==> config.mk <==
export PLATFORM = sky130hd
export DESIGN_NAME = acc8_seq_flat
export DESIGN_NICKNAME = d
export VERILOG_FILES = /design/src/rtl/acc8_seq_if.sv /design/src/rtl/acc8_seq.sv /design/src/flat_wrapper.sv
export SDC_FILE = /design/constraint.sdc
export NUM_CORES = 1
export LEC_CHECK = 0
export BUFFER_PORTS_ARGS = -buffer_cell sky130_fd_sc_hd__buf_4
export CAP_MARGIN = 15
export CORE_UTILIZATION = 50
export CTS_CLUSTER_DIAMETER = 120
export CTS_CLUSTER_SIZE = 25
export DETAILED_ROUTE_END_ITERATION = 16
export PLACE_DENSITY = 0.91
export SYNTH_ARGS = -nofsm -noshare
export SYNTH_HDL_FRONTEND = slang
export SYNTH_SLANG_ARGS = --single-unit
==> constraint.sdc <==
create_clock -name clk -period 3.9 [get_ports clk]
set_input_delay 0.195 -clock clk [delete_from_list [all_inputs] [get_ports clk]]
set_output_delay 0.195 -clock clk [all_outputs]
set_load 0.02 [all_outputs]
==> src/rtl/acc8_seq_if.sv <==
// -----------------------------------------------------------------------------
// acc8_seq_if
// Purpose : Bundles every non-clock signal of the acc8_seq accumulator
//           controller. The bundle covers the request handshake, the result
//           handshake and the link to the external combinational adder.
// Parameter:
//   WIDTH      datapath width. It must match the attached adder.
// Signals:
//   in_valid   request valid              (requester -> controller)
//   in_ready   controller can accept      (controller -> requester)
//   in_op      00 LOAD, 01 ADD, 10 SUB, 11 ADC
//   in_data    operand
//   out_valid  result available           (controller -> consumer)
//   out_ready  consumer accepts result    (consumer -> controller)
//   out_acc    accumulator register
//   out_flags  {V,N,Z,C} flag register
//   add_a/b    adder operand inputs       (controller -> adder)
//   add_cin    adder carry-in             (controller -> adder)
//   add_sum    adder sum                  (adder -> controller)
//   add_cout   adder carry-out            (adder -> controller)
// Modports:
//   master : the environment around the controller. This side holds the
//            requester, the consumer and the adder.
//   slave  : the acc8_seq controller itself.
// -----------------------------------------------------------------------------
interface acc8_seq_if #(
    parameter int WIDTH = 8
);
    logic             in_valid;
    logic             in_ready;
    logic [1:0]       in_op;
    logic [WIDTH-1:0] in_data;
    logic             out_valid;
    logic             out_ready;
    logic [WIDTH-1:0] out_acc;
    logic [3:0]       out_flags;
    logic [WIDTH-1:0] add_a;
    logic [WIDTH-1:0] add_b;
    logic             add_cin;
    logic [WIDTH-1:0] add_sum;
    logic             add_cout;

    modport master (
        output in_valid,
        output in_op,
        output in_data,
        output out_ready,
        output add_sum,
        output add_cout,
        input  in_ready,
        input  out_valid,
        input  out_acc,
        input  out_flags,
        input  add_a,
        input  add_b,
        input  add_cin
    );

    modport slave (
        input  in_valid,
        input  in_op,
        input  in_data,
        input  out_ready,
        input  add_sum,
        input  add_cout,
        output in_ready,
        output out_valid,
        output out_acc,
        output out_flags,
        output add_a,
        output add_b,
        output add_cin
    );
endinterface

==> src/rtl/acc8_seq.sv <==
// -----------------------------------------------------------------------------
// acc8_seq
// Purpose : Sequenced accumulator controller wrapped around an external,
//           purely combinational ripple adder.
//           - It accepts one operation (LOAD/ADD/SUB/ADC) and its operand
//             through a valid/ready handshake.
//           - During the EXEC cycle it drives the adder from the accumulator
//             and the operand.
//           - At the end of EXEC it captures Sum/Cout into the accumulator
//             and the {V,N,Z,C} flag register.
//           - It holds the result in DONE until downstream accepts it.
//           Throughput is one operation every three cycles:
//           IDLE -> EXEC -> DONE.
// Ports   :
//   clk        rising-edge clock
//   rst        asynchronous, active-high reset
//   bus        acc8_seq_if.slave. This carries the request handshake
//              (in_*), the result handshake (out_*) and the adder link (add_*).
// Parameter:
//   WIDTH      datapath width. It must equal the width of the attached adder.
// Build option:
//   ACC8_SAT_EN  When defined, a signed overflow on ADD/SUB/ADC clamps the
//                accumulator to the signed max or min value. When it is not
//                defined, the result wraps modulo 2^WIDTH.
// -----------------------------------------------------------------------------
module acc8_seq #(
    parameter int WIDTH = 8
) (
    input  logic       clk,
    input  logic       rst,
    acc8_seq_if.slave  bus
);

    localparam int MSB = WIDTH - 1;

    localparam logic [1:0] OP_LOAD = 2'b00;
    localparam logic [1:0] OP_ADD  = 2'b01;
    localparam logic [1:0] OP_SUB  = 2'b10;
    localparam logic [1:0] OP_ADC  = 2'b11;

    // Flag register bit positions: {V,N,Z,C}
    localparam int FLAG_C = 0;

    typedef enum logic [1:0] {
        S_IDLE = 2'b00,
        S_EXEC = 2'b01,
        S_DONE = 2'b10
    } state_t;

    // Registered state
    state_t           state_q;
    logic [1:0]       op_q;
    logic [WIDTH-1:0] opnd_q;
    logic [WIDTH-1:0] acc_q;
    logic [3:0]       flags_q;
    logic             in_ready_q;
    logic             out_valid_q;

    // Adder drive
    logic [WIDTH-1:0] add_a_c;
    logic [WIDTH-1:0] add_b_c;
    logic             add_cin_c;

    // Values captured at the end of EXEC
    logic             is_load;
    logic             c_d;
    logic             v_d;
    logic [WIDTH-1:0] acc_d;
    logic [3:0]       flags_d;

`ifdef ACC8_SAT_EN
    // On signed overflow, clamp toward the sign of the accumulator operand.
    // Overflow can only occur when both adder operands share a sign, so the
    // sign of add_a gives the direction of the overflow.
    function automatic logic signed [WIDTH-1:0] sat_result(
        input logic [WIDTH-1:0] sum,
        input logic             ovf,
        input logic             a_neg
    );
        logic signed [WIDTH-1:0] res;
        if (!ovf)
            res = $signed(sum);
        else if (a_neg)
            res = $signed({1'b1, {MSB{1'b0}}});
        else
            res = $signed({1'b0, {MSB{1'b1}}});
        return res;
    endfunction
`endif

    // ---- Adder input steering ----------------------------------------------
    // The adder is idle (all zero) outside EXEC. SUB uses a + ~b + 1.
    always_comb begin
        add_a_c   = '0;
        add_b_c   = '0;
        add_cin_c = 1'b0;
        if (state_q == S_EXEC) begin
            case (op_q)
                OP_LOAD: begin
                    add_b_c   = opnd_q;
                end
                OP_ADD: begin
                    add_a_c   = acc_q;
                    add_b_c   = opnd_q;
                end
                OP_SUB: begin
                    add_a_c   = acc_q;
                    add_b_c   = ~opnd_q;
                    add_cin_c = 1'b1;
                end
                OP_ADC: begin
                    add_a_c   = acc_q;
                    add_b_c   = opnd_q;
                    add_cin_c = flags_q[FLAG_C];
                end
            endcase
        end
    end

    // ---- Result and flag formation (meaningful only in EXEC) ---------------
    always_comb begin
        is_load = (op_q == OP_LOAD);
        // A LOAD passes the operand through the adder. It must not report
        // carry or overflow.
        c_d = ~is_load & bus.add_cout;
        v_d = ~is_load
            & (add_a_c[MSB] == add_b_c[MSB])
            & (bus.add_sum[MSB] != add_a_c[MSB]);
`ifdef ACC8_SAT_EN
        acc_d = sat_result(bus.add_sum, v_d, add_a_c[MSB]);
`else
        acc_d = bus.add_sum;
`endif
        // N and Z come from the value actually stored. This matters when
        // the stored value is a saturated one.
        flags_d = {v_d, acc_d[MSB], (acc_d == '0), c_d};
    end

    // ---- Control FSM with registered handshake outputs ---------------------
    always_ff @(posedge clk or posedge rst) begin
        if (rst) begin
            state_q     <= S_IDLE;
            op_q        <= OP_LOAD;
            opnd_q      <= '0;
            acc_q       <= '0;
            flags_q     <= 4'b0000;
            in_ready_q  <= 1'b1;
            out_valid_q <= 1'b0;
        end else begin
            case (state_q)
                S_IDLE: begin
                    if (bus.in_valid) begin
                        op_q       <= bus.in_op;
                        opnd_q     <= bus.in_data;
                        in_ready_q <= 1'b0;
                        state_q    <= S_EXEC;
                    end
                end
                S_EXEC: begin
                    acc_q       <= acc_d;
                    flags_q     <= flags_d;
                    out_valid_q <= 1'b1;
                    state_q     <= S_DONE;
                end
                S_DONE: begin
                    // in_valid is deliberately ignored until the result
                    // has been taken.
                    if (bus.out_ready) begin
                        out_valid_q <= 1'b0;
                        in_ready_q  <= 1'b1;
                        state_q     <= S_IDLE;
                    end
                end
                default: begin
                    out_valid_q <= 1'b0;
                    in_ready_q  <= 1'b1;
                    state_q     <= S_IDLE;
                end
            endcase
        end
    end

    // ---- Output drive ------------------------------------------------------
    assign bus.in_ready  = in_ready_q;
    assign bus.out_valid = out_valid_q;
    assign bus.out_acc   = acc_q;
    assign bus.out_flags = flags_q;
    assign bus.add_a     = add_a_c;
    assign bus.add_b     = add_b_c;
    assign bus.add_cin   = add_cin_c;

endmodule

==> src/flat_wrapper.sv <==
// flat-port wrapper written by rule: the top's interface ports become plain ports
module acc8_seq_flat 
#(
    parameter int WIDTH = 8
)
  (clk, rst, bus_in_valid, bus_in_op, bus_in_data, bus_out_ready, bus_add_sum, bus_add_cout, bus_in_ready, bus_out_valid, bus_out_acc, bus_out_flags, bus_add_a, bus_add_b, bus_add_cin);
  acc8_seq_if #(.WIDTH(WIDTH)) bus_i ();
  input  logic clk;
  input  logic rst;
  input wire logic [$bits(bus_i.in_valid)-1:0] bus_in_valid;
  input wire logic [$bits(bus_i.in_op)-1:0] bus_in_op;
  input wire logic [$bits(bus_i.in_data)-1:0] bus_in_data;
  input wire logic [$bits(bus_i.out_ready)-1:0] bus_out_ready;
  input wire logic [$bits(bus_i.add_sum)-1:0] bus_add_sum;
  input wire logic [$bits(bus_i.add_cout)-1:0] bus_add_cout;
  output wire logic [$bits(bus_i.in_ready)-1:0] bus_in_ready;
  output wire logic [$bits(bus_i.out_valid)-1:0] bus_out_valid;
  output wire logic [$bits(bus_i.out_acc)-1:0] bus_out_acc;
  output wire logic [$bits(bus_i.out_flags)-1:0] bus_out_flags;
  output wire logic [$bits(bus_i.add_a)-1:0] bus_add_a;
  output wire logic [$bits(bus_i.add_b)-1:0] bus_add_b;
  output wire logic [$bits(bus_i.add_cin)-1:0] bus_add_cin;
  assign bus_i.in_valid = bus_in_valid;
  assign bus_i.in_op = bus_in_op;
  assign bus_i.in_data = bus_in_data;
  assign bus_i.out_ready = bus_out_ready;
  assign bus_i.add_sum = bus_add_sum;
  assign bus_i.add_cout = bus_add_cout;
  assign bus_in_ready = bus_i.in_ready;
  assign bus_out_valid = bus_i.out_valid;
  assign bus_out_acc = bus_i.out_acc;
  assign bus_out_flags = bus_i.out_flags;
  assign bus_add_a = bus_i.add_a;
  assign bus_add_b = bus_i.add_b;
  assign bus_add_cin = bus_i.add_cin;
  acc8_seq #(.WIDTH(WIDTH)) u_core (.clk(clk), .rst(rst), .bus(bus_i));
endmodule
# Word-level counts from Yosys, hierarchy flattened
# Index checks and enable logic that the tools add are counted.
[totals] register_bits=26
[op_classes] eq_ne=9 n_mux=14 bitwise_logic=7 n_reduce_logical=9
[op_table] operator="$mux W8" count=3
[op_table] operator="$pmux W8 S2" count=1
[op_table] operator="$logic_not A8 Y1" count=1
[op_table] operator="$not A8 Y8" count=1
[op_table] operator="$eq A2 B2 Y1 const B" count=3
[op_table] operator="$pmux W1 S3" count=2
[op_table] operator="$pmux W2 S3" count=1
[op_table] operator="$reduce_and A2 Y1" count=3
[op_table] operator="$reduce_or A3 Y1" count=2
[op_table] operator="$eq A2 B1 Y1 const B" count=2
[op_table] operator="$logic_not A2 Y1" count=2
[op_table] operator="$mux W1" count=4
[op_table] operator="$mux W2" count=2
[op_table] operator="$ne A2 B2 Y1 const B" count=2
[op_table] operator="$and A1 B1 Y1" count=3
[op_table] operator="$not A1 Y1" count=3
[op_table] operator="$reduce_and A3 Y1" count=1
[op_table] operator="$pmux W1 S2" count=1
[op_table] operator="$eq A1 B1 Y1" count=1
[op_table] operator="$ne A1 B1 Y1" count=1

# Depth between registers and ports, before layout
# Gate-level depths: netlist (run 1).
[logic_depth] ltp_word=7 depth_mapped=5 depth_no_buf=4

# Worst setup path before layout (run 1)
# Ideal clock, no wire load.
[synth_path] kind="register to output" start="reg u_core.state_q[1]" end="out bus_add_b[0]" arrival_ps=1195 t_required_ps=3705 slack_ps=2510 stages_incl_launch_ff=5 n_path_buf=2 cell_sequence="dfrtp_1 -> nand2b_4 -> buf_6 -> buf_2 -> nor2_1"
[synth_via] elab_chain_cells=2
[synth_lines] element="start, declared" line="acc8_seq.sv:51" source="state_t state_q;"
[synth_lines] element="start signal, assigned" line="acc8_seq.sv:142" source="state_q <= S_IDLE;"
[synth_lines] element="start signal, assigned" line="acc8_seq.sv:156" source="state_q <= S_EXEC;"
[synth_lines] element="start signal, assigned" line="acc8_seq.sv:163" source="state_q <= S_DONE;"
[synth_lines] element="$eq A2 B1 Y1" line="acc8_seq.sv:97" source="if (state_q == S_EXEC) begin"
[synth_lines] element="$mux W8" line="acc8_seq.sv:97"
[synth_lines] element="end, declared" line="flat_wrapper.sv:21" source="output wire logic [$bits(bus_i.add_b)-1:0] bus_add_b;"
# No other way between the ends.

# Final worst setup path (run 1)
[layout_path] start="reg u_core.op_q[1]" end="out bus_add_b[7]"
[layout_via] elab_chain_cells=4
[layout_lines] element="start, declared" line="acc8_seq.sv:52" source="logic [1:0] op_q;"
[layout_lines] element="start signal, assigned" line="acc8_seq.sv:153" source="op_q <= bus.in_op;"
[layout_lines] element="$eq A2 B1 Y1 (tied with other cells)" line="acc8_seq.sv:98" source="case (op_q)"
[layout_lines] element="$reduce_or A3 Y1 (no source line)"
[layout_lines] element="$pmux W8 S2 *" line="acc8_seq.sv:98"
[layout_lines] element="$mux W8 *" line="acc8_seq.sv:97"
# Mark *: on every way between the ends. The rest lies on a longest branch, timed or not.

==> run metrics, run 1 <==
die area 0.002657 mm2; share of cells above drive strength 1 0.5099; Final Hold Vio Count 0; data arrival time of the critical path 1.85 ns; Mapped Cells 100; clock slew at reported path FFs 0.13 ns; Clock Latency Late Sink 0.31 ns; Hold Buf Count CTS 0; initial antenna violation count 0; port bufs 53; Setup Buffers After CTS 0; TNS Setup 0 ns; Max Cap Viol 0; Clock Sinks 25; critical path's slowest cell nor2b_1; ant diodes 0; Vias/cell 5.218; CP cell instances nor2b_1 -> xnor2_1 -> nor2_1 -> buf_4; period utilization 0.5254; combinational power share 0.565; vias in the first global route 894; Synth-to-Final Area Change 33.33%; R2R Path Start u_core.state_q[0]$_DFFE_PP0P_; worst setup margin 1.851 ns; Leak 0.8045 nW; Die H 51.55 um; Netlist cell types 24; drt first pass iters 4; Initial Util 0.5444; Flop pwr share 0.354; core area 0.002255 mm2; Max transition margin 0.4000; CTS tree built; Placed Cells 175; via count 934; crit-path max FO 8; CP delay by family, top simple AND/OR/NAND/NOR gates; per-cell routed wire length 13.33 um; first-pass GRT wire length 3698 um; CP Data Required Time 3.70 ns; Cell Pwr Density 840.9 mW/mm2; grt ovf 0; # H-tree levels 1; ys flop type dfrtp_1; sw frac 0.3995; post-DP HPWL 1768 um; Final Slew Violations 0; Die Wd 51.55 um; Non-Filler Instances 179; # IOs 54; startpoint types register; outcome finished, final reports clean; HP Class input port to async pin; peak supply drop 0.0004986 V; Min Clock Period, post-route 2.049 ns; Core Rows 17; register area share after synthesis 0.5107; Post-Route WL 2386 um; Post-layout nets 175; CTS Buffer Depth 2; synthesis-stage register bit count 25; clock network fraction of design power 0.081; Least-Margin Pin Slew 0.8990 ns; WS Path Type register to output port; Worst Skew 0.003174 ns; Root Driver clkbuf_4; CP Capture Type output port; largest net degree at the start of global routing 26; post-synth net total 123; peak per-stage delay on the critical path 0.67 ns; Crit path depth 4; worst setup path end bus_add_b[7]; Post-synth EDFFs 0; First DRT Iteration DRCs 5; final instance area 0.001637 mm2; Avg Cell Area, Syn 12.27 um2; FF-to-FF End u_core.op_q[1]$_DFFE_PP0P_; residual DRC count 0; global router's overall resource usage 0.1873; CTS resizes 0; pre-CTS WS 2.171 ns; Net Switching 0.5499 mW; Final Util 0.7259; Syn Std Cell Area 0.001227 mm2; endpoints failing setup 0; crit path buf inv count 1; Cell Int Power 0.8264 mW; Critical Path Source u_core.op_q[1]$_DFFE_PP0P_; CTS buffer count 3; flop-to-flop setup slack 2.26 ns; dpl cell area 0.001610 mm2; FMAX 488.0 MHz; routability cong. 0.7402; Final ANT Viol Nets 0; ys async rst share 1.000; reg2reg path depth 2; Yosys warning total 0; RSZ-0062 raised after global routing false
-- flip-flops by register name, summed over array words and instances (netlist names) --
name	flops
u_core.op_q	2
u_core.opnd_q	8
u_core.state_q	2
u_core.bus.out_flags	4
u_core.bus.in_ready	1
u_core.bus.out_valid	1
u_core.bus.out_acc	7
-- kinds of logic (layout without fill, tap and decap cells) --
| family | count (synthesis) | in the layout | synth area share |
|---|---|---|---|
| multiplexers | 17 | 17 | 0.1896 |
| XOR/XNOR | 8 | 8 | 0.05709 |
| AND/OR/NAND/NOR | 33 | 33 | 0.1529 |
| AO/OA/AOI/OAI | 8 | 8 | 0.03976 |
| flip-flops | 25 | 25 | 0.5107 |
| buffers and inverters | 9 | 60 | 0.04994 |
-- worst register-to-register path: cells and delay by family (launching register included) --
kind	cells	cell delay, ns
flip-flops	1	0.49
AND/OR/NAND/NOR	1	0.64
multiplexers	1	0.41
-- Yosys cell counts, drive strengths merged (2+ instances only) --
cell type / count / share of area
mux2: 17 / 0.19
buf: 6 / 0.041
and2: 8 / 0.041
o21ai: 4 / 0.016
dfrtp: 24 / 0.49
nor4: 2 / 0.010
nand2: 6 / 0.018
inv: 3 / 0.0092
xnor2: 8 / 0.057
nor2: 12 / 0.039
-- power by group through the flow --
stage                     registers (mW)  clock network [mW]  logic [mW]
after global placement             0.480                   0       0.767
after floorplan                    0.545                   0       0.492
after detailed placement           0.492                   0       0.782
after global routing               0.503               0.126       0.828
after CTS                          0.486               0.114       0.786
final                              0.487               0.112       0.777
-- stage by stage --
step	power (mW)	hold WS (ns)
after floorplan	1.037	0.2216
after global placement	1.247	0.4085
after detailed placement	1.274	0.4085
after CTS	1.386	0.07736
after global routing	1.457	0.07480
final	1.376	0.06598
-- routing by layer --
metal / routed length (um) / part of all wire / global-route usage
met1: 1037 / 0.43 / 0.2266
met2: 1149 / 0.48 / 0.3333
met3: 184 / 0.077 / 0.03216
met4: 15 / 0.0063 / 0.06757
met5: 0 / 0 / 0
-- placed cells by master, fill, tap and decap left out, drive strengths merged, types with 3 or more instances in the layout --
cell type / n
inv: 3
nor2: 12
mux2: 17
xnor2: 8
o21ai: 4
and2: 8
nand2: 6
dfrtp: 24
buf: 53
clkbuf: 4
-- worst min-delay path by stage --
stage,start,end,slack [ns]
finish,rst,u_core.bus.out_acc[3]$_DFFE_PP0P_,0.07
global route,bus_in_op[0],u_core.op_q[0]$_DFFE_PP0P_,0.07
CTS,bus_in_op[0],u_core.op_q[0]$_DFFE_PP0P_,0.08
detailed placement,bus_in_op[0],u_core.op_q[0]$_DFFE_PP0P_,0.41
global placement,bus_in_op[0],u_core.op_q[0]$_DFFE_PP0P_,0.41
floorplan,rst,u_core.bus.out_acc[0]$_DFFE_PP0P_,0.22
-- final cells by class --
class | instances | area (um2)
Sequential cell | 25 | 626.9
Fill cell | 164 | 618.1
Multi-Input combinational cell | 66 | 539.3
Timing Repair Buffer | 53 | 397.9
Tap cell | 28 | 35.03
Clock buffer | 4 | 26.28
Inverter | 3 | 11.26
Note: power is estimated with default switching activity, not from simulation.
==> run 2: changes to the inputs <==
CORE_UTILIZATION = 46   (was 50)
PLACE_DENSITY = 0.85   (was 0.91)
clock period = 2.1 ns   (was 3.9 ns; I/O delays follow)
==> run metrics, run 2 (synthesis results as in run 1) <==
Final Slew Violations 0 (unchanged); RSZ-0062 raised after global routing false; share of cells above drive strength 1 0.5063 (-0.003605); TNS Setup 0 ns (unchanged); Post-layout nets 182 (+4.0%); Initial Util 0.4910 (-0.05340); Max Cap Viol 0 (unchanged); endpoints failing setup 0 (unchanged); first-pass GRT wire length 3877 um (+4.8%); critical path's slowest cell dfrtp_1; commonest non-fill, non-tap cell in the layout buf_4; via count 898 (-3.9%); per-cell routed wire length 13.15 um (-1.4%); Final Hold Vio Count 19 (+19); port bufs 53 (unchanged); Die H 53.66 um (+4.1%); die area 0.002879 mm2 (+8.4%); Worst Skew 0.01052 ns (+0.007348 ns); Synth-to-Final Area Change 38.94%; failing checks hold timing; Leak 0.8383 nW (+4.2%); Clock Sinks 25 (unchanged); grt ovf 0 (unchanged); Critical Path Source u_core.state_q[1]$_DFFE_PP0P_; Cell Pwr Density 1517 mW/mm2 (+80%); crit-path max FO 23 (+15); worst setup margin 0.2405 ns (-1.611 ns); Least-Margin Pin Slew 0.9395 ns (+0.04050 ns); # H-tree levels 1 (unchanged); peak per-stage delay on the critical path 0.45 ns (-0.22 ns); FMAX 537.8 MHz; vias in the first global route 885 (-1.0%); Max transition margin 0.3730 (-0.02703); Most flops, register u_core.opnd_q; Root Driver clkbuf_4; post-DP HPWL 1772 um (+0.23%); Vias/cell 4.777 (-8.5%); Setup Buffers After CTS 0 (unchanged); R2R Path Start u_core.state_q[1]$_DFFE_PP0P_; Largest register FFs 8 (unchanged); startpoint types register; Hold Slack -0.01571 ns (-0.08169 ns); CP Capture Type output port; residual DRC count 0 (unchanged); CP cell instances nand2b_4 -> nor2_2 -> and2_1 -> buf_4; First DRT Iteration DRCs 3 (-2); CTS tree built; commonest cells after routing, fill and taps aside buf_4, dfrtp_1, mux2_4, nor2_1; CTS Buffer Depth 2 (unchanged); largest net degree at the start of global routing 26 (unchanged); outcome finished with violations; global router's overall resource usage 0.1890 (+0.001620); clock slew at reported path FFs 0.14 ns (about the same); data arrival time of the critical path 1.75 ns (-0.10 ns); Min Clock Period, post-route 1.860 ns; Final Util 0.6822 (-0.04368); drt first pass iters 2 (-2); CP Data Required Time 2.00 ns (-1.70 ns); core area 0.002500 mm2 (+11%); # IOs 54 (unchanged); ant diodes 0 (unchanged); CTS buffer count 3 (unchanged); peak supply drop 0.0009311 V (+87%); period utilization 0.8855; WS Path Type register to output port; Die Wd 53.66 um (+4.1%); Core Rows 18 (+1); initial antenna violation count 0 (unchanged); Clock Latency Late Sink 0.32 ns (about the same); HP Class input port to async pin; pre-CTS WS 0.5648 ns (-1.606 ns); Post-Route WL 2472 um (+3.6%); routability cong. 0.6779 (-8.4%); Final ANT Viol Nets 0 (unchanged)
run 2: power by group:
part           total [mW]  leakage [nW]  internal (mW)  switching, mW
logic                1.47         0.523          0.774          0.695
clock network       0.212        0.0177         0.0712          0.141
registers           0.905         0.298          0.714          0.192
total                2.59         0.838           1.56           1.03
run 2: stage by stage:
stage / instance area (um2) / std cells / power [mW]
6_report: 1705 / 188 / 2.587
3_5_place_dp: 1628 / 179 / 2.385
2_1_floorplan: 1227 / 100 / 1.925
5_1_grt: 1705 / 188 / 2.769
3_3_place_gp: 1628 / 179 / 2.338
4_1_cts: 1685 / 186 / 2.604
run 2: routing by layer:
| metal | track usage | vias up | wire length (um) |
|---|---|---|---|
| met5 | 0 | - | 0 |
| met1 | 0.2316 | 407 | 1112 |
| met2 | 0.3333 | 45 | 1168 |
| li1 | - | 444 | - |
| met4 | 0.06579 | 0 | 17 |
| met3 | 0.03107 | 2 | 173 |
run 2: worst paths after layout:
kind                                                  endpoint  slack, ns  depth (start not counted)
setup / recovery                                  bus_add_a[6]       0.24                          4
hold / removal               u_core.bus.out_acc[6]$_DFFE_PP0P_      -0.02                          2
setup reg to reg           u_core.bus.out_flags[3]$_DFFE_PP0P_       0.64                          4
hold reg to reg                u_core.bus.in_ready$_DFFE_PP1P_       0.47                          2
max in group asynchronous           u_core.op_q[1]$_DFFE_PP0P_       1.54                          2
min in group clk                  u_core.opnd_q[3]$_DFFE_PP0P_       0.01                          2
run 2: layout make-up:
cell class	instances	area (um2)
clock buffer	3	22.52
clock inverter	1	5.005
fill	209	794.5
inverter	3	11.26
multi-input combinational	66	539.3
sequential	25	626.9
tap	30	37.54
timing repair buffer	60	462.9
run 2: repair_timing:
| action | 4_1_cts | 5_1_grt |
|---|---|---|
| resized for setup | 0 | 0 |
| hold endpoints to repair | 3 | 2 |
| hold buffers | 3 | 2 |
run 2: worst max-delay path, delay by kind of cell, from the launching register on:
kind | cells | cell delay (ns)
and+or+nand+nor | 3 | 0.86
buffers and inverters | 1 | 0.14
DFF | 1 | 0.45
==> run 3: changes to the inputs <==
PLACE_DENSITY = 0.83   (was 0.85)
==> run metrics, run 3 (synthesis results as in run 1) <==
outcome finished with violations; failing checks hold timing; ant diodes 0 (unchanged); Min Clock Period, post-route 1.860 ns (+0.0005370 ns); Net Switching 1.024 mW (-0.33%); initial antenna violation count 0 (unchanged); Cell Int Power 1.556 mW (-0.18%); die area 0.002879 mm2 (unchanged); FMAX 537.6 MHz (about the same); Leak 0.8258 nW (-1.5%); CP Capture Type output port; Final ANT Viol Nets 0 (unchanged); critical path's slowest cell dfrtp_1; via count 919 (+2.3%); routability cong. 0.6982 (+3.0%); port bufs 53 (unchanged); CTS buffer count 3 (unchanged); WS Path Type register to output port; clock network fraction of design power 0.081 (about the same); Max transition margin 0.3990 (+0.02602); period utilization 0.8857 (about the same); data arrival time of the critical path 1.76 ns (about the same); first-pass GRT wire length 3767 um (-2.8%); CTS resizes 0 (unchanged); Clock Sinks 25 (unchanged); pre-CTS WS 0.5694 ns (+0.004603 ns); endpoints failing setup 0 (unchanged); peak per-stage delay on the critical path 0.45 ns (about the same); core area 0.002500 mm2 (unchanged); Post-Route WL 2429 um (-1.7%); largest net degree at the start of global routing 26 (unchanged); peak supply drop 0.001112 V (+19%); Clock Latency Late Sink 0.31 ns (about the same); Cell Pwr Density 1540 mW/mm2 (+1.5%); per-cell routed wire length 13.13 um (-0.15%); startpoint types register; combinational power share 0.571 (+0.003); # IOs 54 (unchanged); First DRT Iteration DRCs 10 (+7); CP Data Required Time 2.00 ns (about the same); Die Wd 53.66 um (unchanged); Final Hold Vio Count 24 (+5); # H-tree levels 1 (unchanged); Die H 53.66 um (unchanged); TNS Setup 0 ns (unchanged); sw frac 0.3970 (about the same); CTS tree built; Vias/cell 4.968 (+4.0%); global router's overall resource usage 0.1831 (-0.005830); grt ovf 0 (unchanged); Largest register FFs 8 (unchanged); drt first pass iters 4 (+2); RSZ-0062 raised after global routing false; Worst Skew 0.006914 ns (-0.003608 ns); Core Rows 18 (unchanged); Least-Margin Pin Slew 0.9005 ns (-0.03899 ns); Initial Util 0.4910 (unchanged); Root Driver clkbuf_4; Final Slew Violations 0 (unchanged); clock slew at reported path FFs 0.14 ns (about the same); Final Util 0.6702 (-0.01201); CP cell instances nand2b_4 -> nor2_2 -> and2_1 -> buf_4; HP Class input port to async pin; Most flops, register u_core.opnd_q; post-DP HPWL 1790 um (+1.0%); Post-layout nets 179 (-1.6%); share of cells above drive strength 1 0.5161 (+0.009800); commonest cells after routing, fill and taps aside buf_4, dfrtp_1, mux2_4, nor2_1; residual DRC count 0 (unchanged); Synth-to-Final Area Change 36.49%; CTS Buffer Depth 2 (unchanged); crit-path max FO 23 (unchanged); Flop pwr share 0.348 (-0.002); vias in the first global route 869 (-1.8%); Max Cap Viol 0 (unchanged); commonest non-fill, non-tap cell in the layout buf_4; worst setup margin 0.2399 ns (-0.0005370 ns); Hold Slack -0.02634 ns (-0.01064 ns)
run 3: changes by cell type in the layout (fill, tap and decap cells not counted):
cell / previous run / this run
dlygate4sd3_1: 5 / 2
run 3: per-layer routing:
| layer | wire (um) | track usage |
|---|---|---|
| met5 | 0 | 0 |
| met1 | 1046 | 0.2145 |
| met2 | 1160 | 0.3354 |
| met3 | 215 | 0.04520 |
| met4 | 6 | 0.03947 |
run 3: final cells by class:
| class | count | area, um2 |
|---|---|---|
| clock inverter | 1 | 5.005 |
| sequential | 25 | 626.9 |
| tap | 30 | 37.54 |
| multi-input combinational | 66 | 539.3 |
| fill | 224 | 824.5 |
| clock buffer | 3 | 22.52 |
| timing repair buffer | 57 | 432.9 |
| inverter | 3 | 11.26 |
run 3: final timing paths:
path                            slack, ns                                  end                             from  cells after the start
max in group asynchronous            1.57         u_core.opnd_q[1]$_DFFE_PP0P_                              rst                      2
worst min-delay path                -0.03    u_core.bus.out_acc[2]$_DFFE_PP0P_                              rst                      2
worst min register to register       0.47      u_core.bus.in_ready$_DFFE_PP1P_  u_core.bus.in_ready$_DFFE_PP1P_                      2
worst max register to register       0.61  u_core.bus.out_flags[3]$_DFFE_PP0P_    u_core.state_q[1]$_DFFE_PP0P_                      4
min in group clk                     0.01         u_core.opnd_q[7]$_DFFE_PP0P_                   bus_in_data[7]                      2
worst max-delay path                 0.24                         bus_add_a[7]    u_core.state_q[1]$_DFFE_PP0P_                      4
run 3: what timing repair did:
action,4_1_cts,5_1_grt
hold buffers,0,2
setup buffers,0,0
endpoints found under the hold margin,0,2
run 3: worst max-delay path: cells and delay by family, from the launching register on:
| kind | cells | cell delay [ns] |
|---|---|---|
| buffers and inverters | 1 | 0.14 |
| and+or+nand+nor | 3 | 0.86 |
| DFF | 1 | 0.45 |
run 3: through the flow:
stage | total power [mW] | std cells | cell area, um2
floorplan | 1.925 | 100 | 1227
finish | 2.580 | 185 | 1675
global placement | 2.344 | 179 | 1628
global route | 2.764 | 185 | 1675
CTS | 2.603 | 183 | 1655
detailed placement | 2.389 | 179 | 1628
run 3: power by group through the flow:
stage          combinational [mW]  clock, mW  sequential (mW)
6_report                     1.47      0.209            0.897
5_1_grt                      1.60      0.230            0.929
4_1_cts                      1.49      0.214            0.898
3_5_place_dp                 1.48          0            0.909
3_3_place_gp                 1.45          0            0.891
2_1_floorplan               0.913          0             1.01
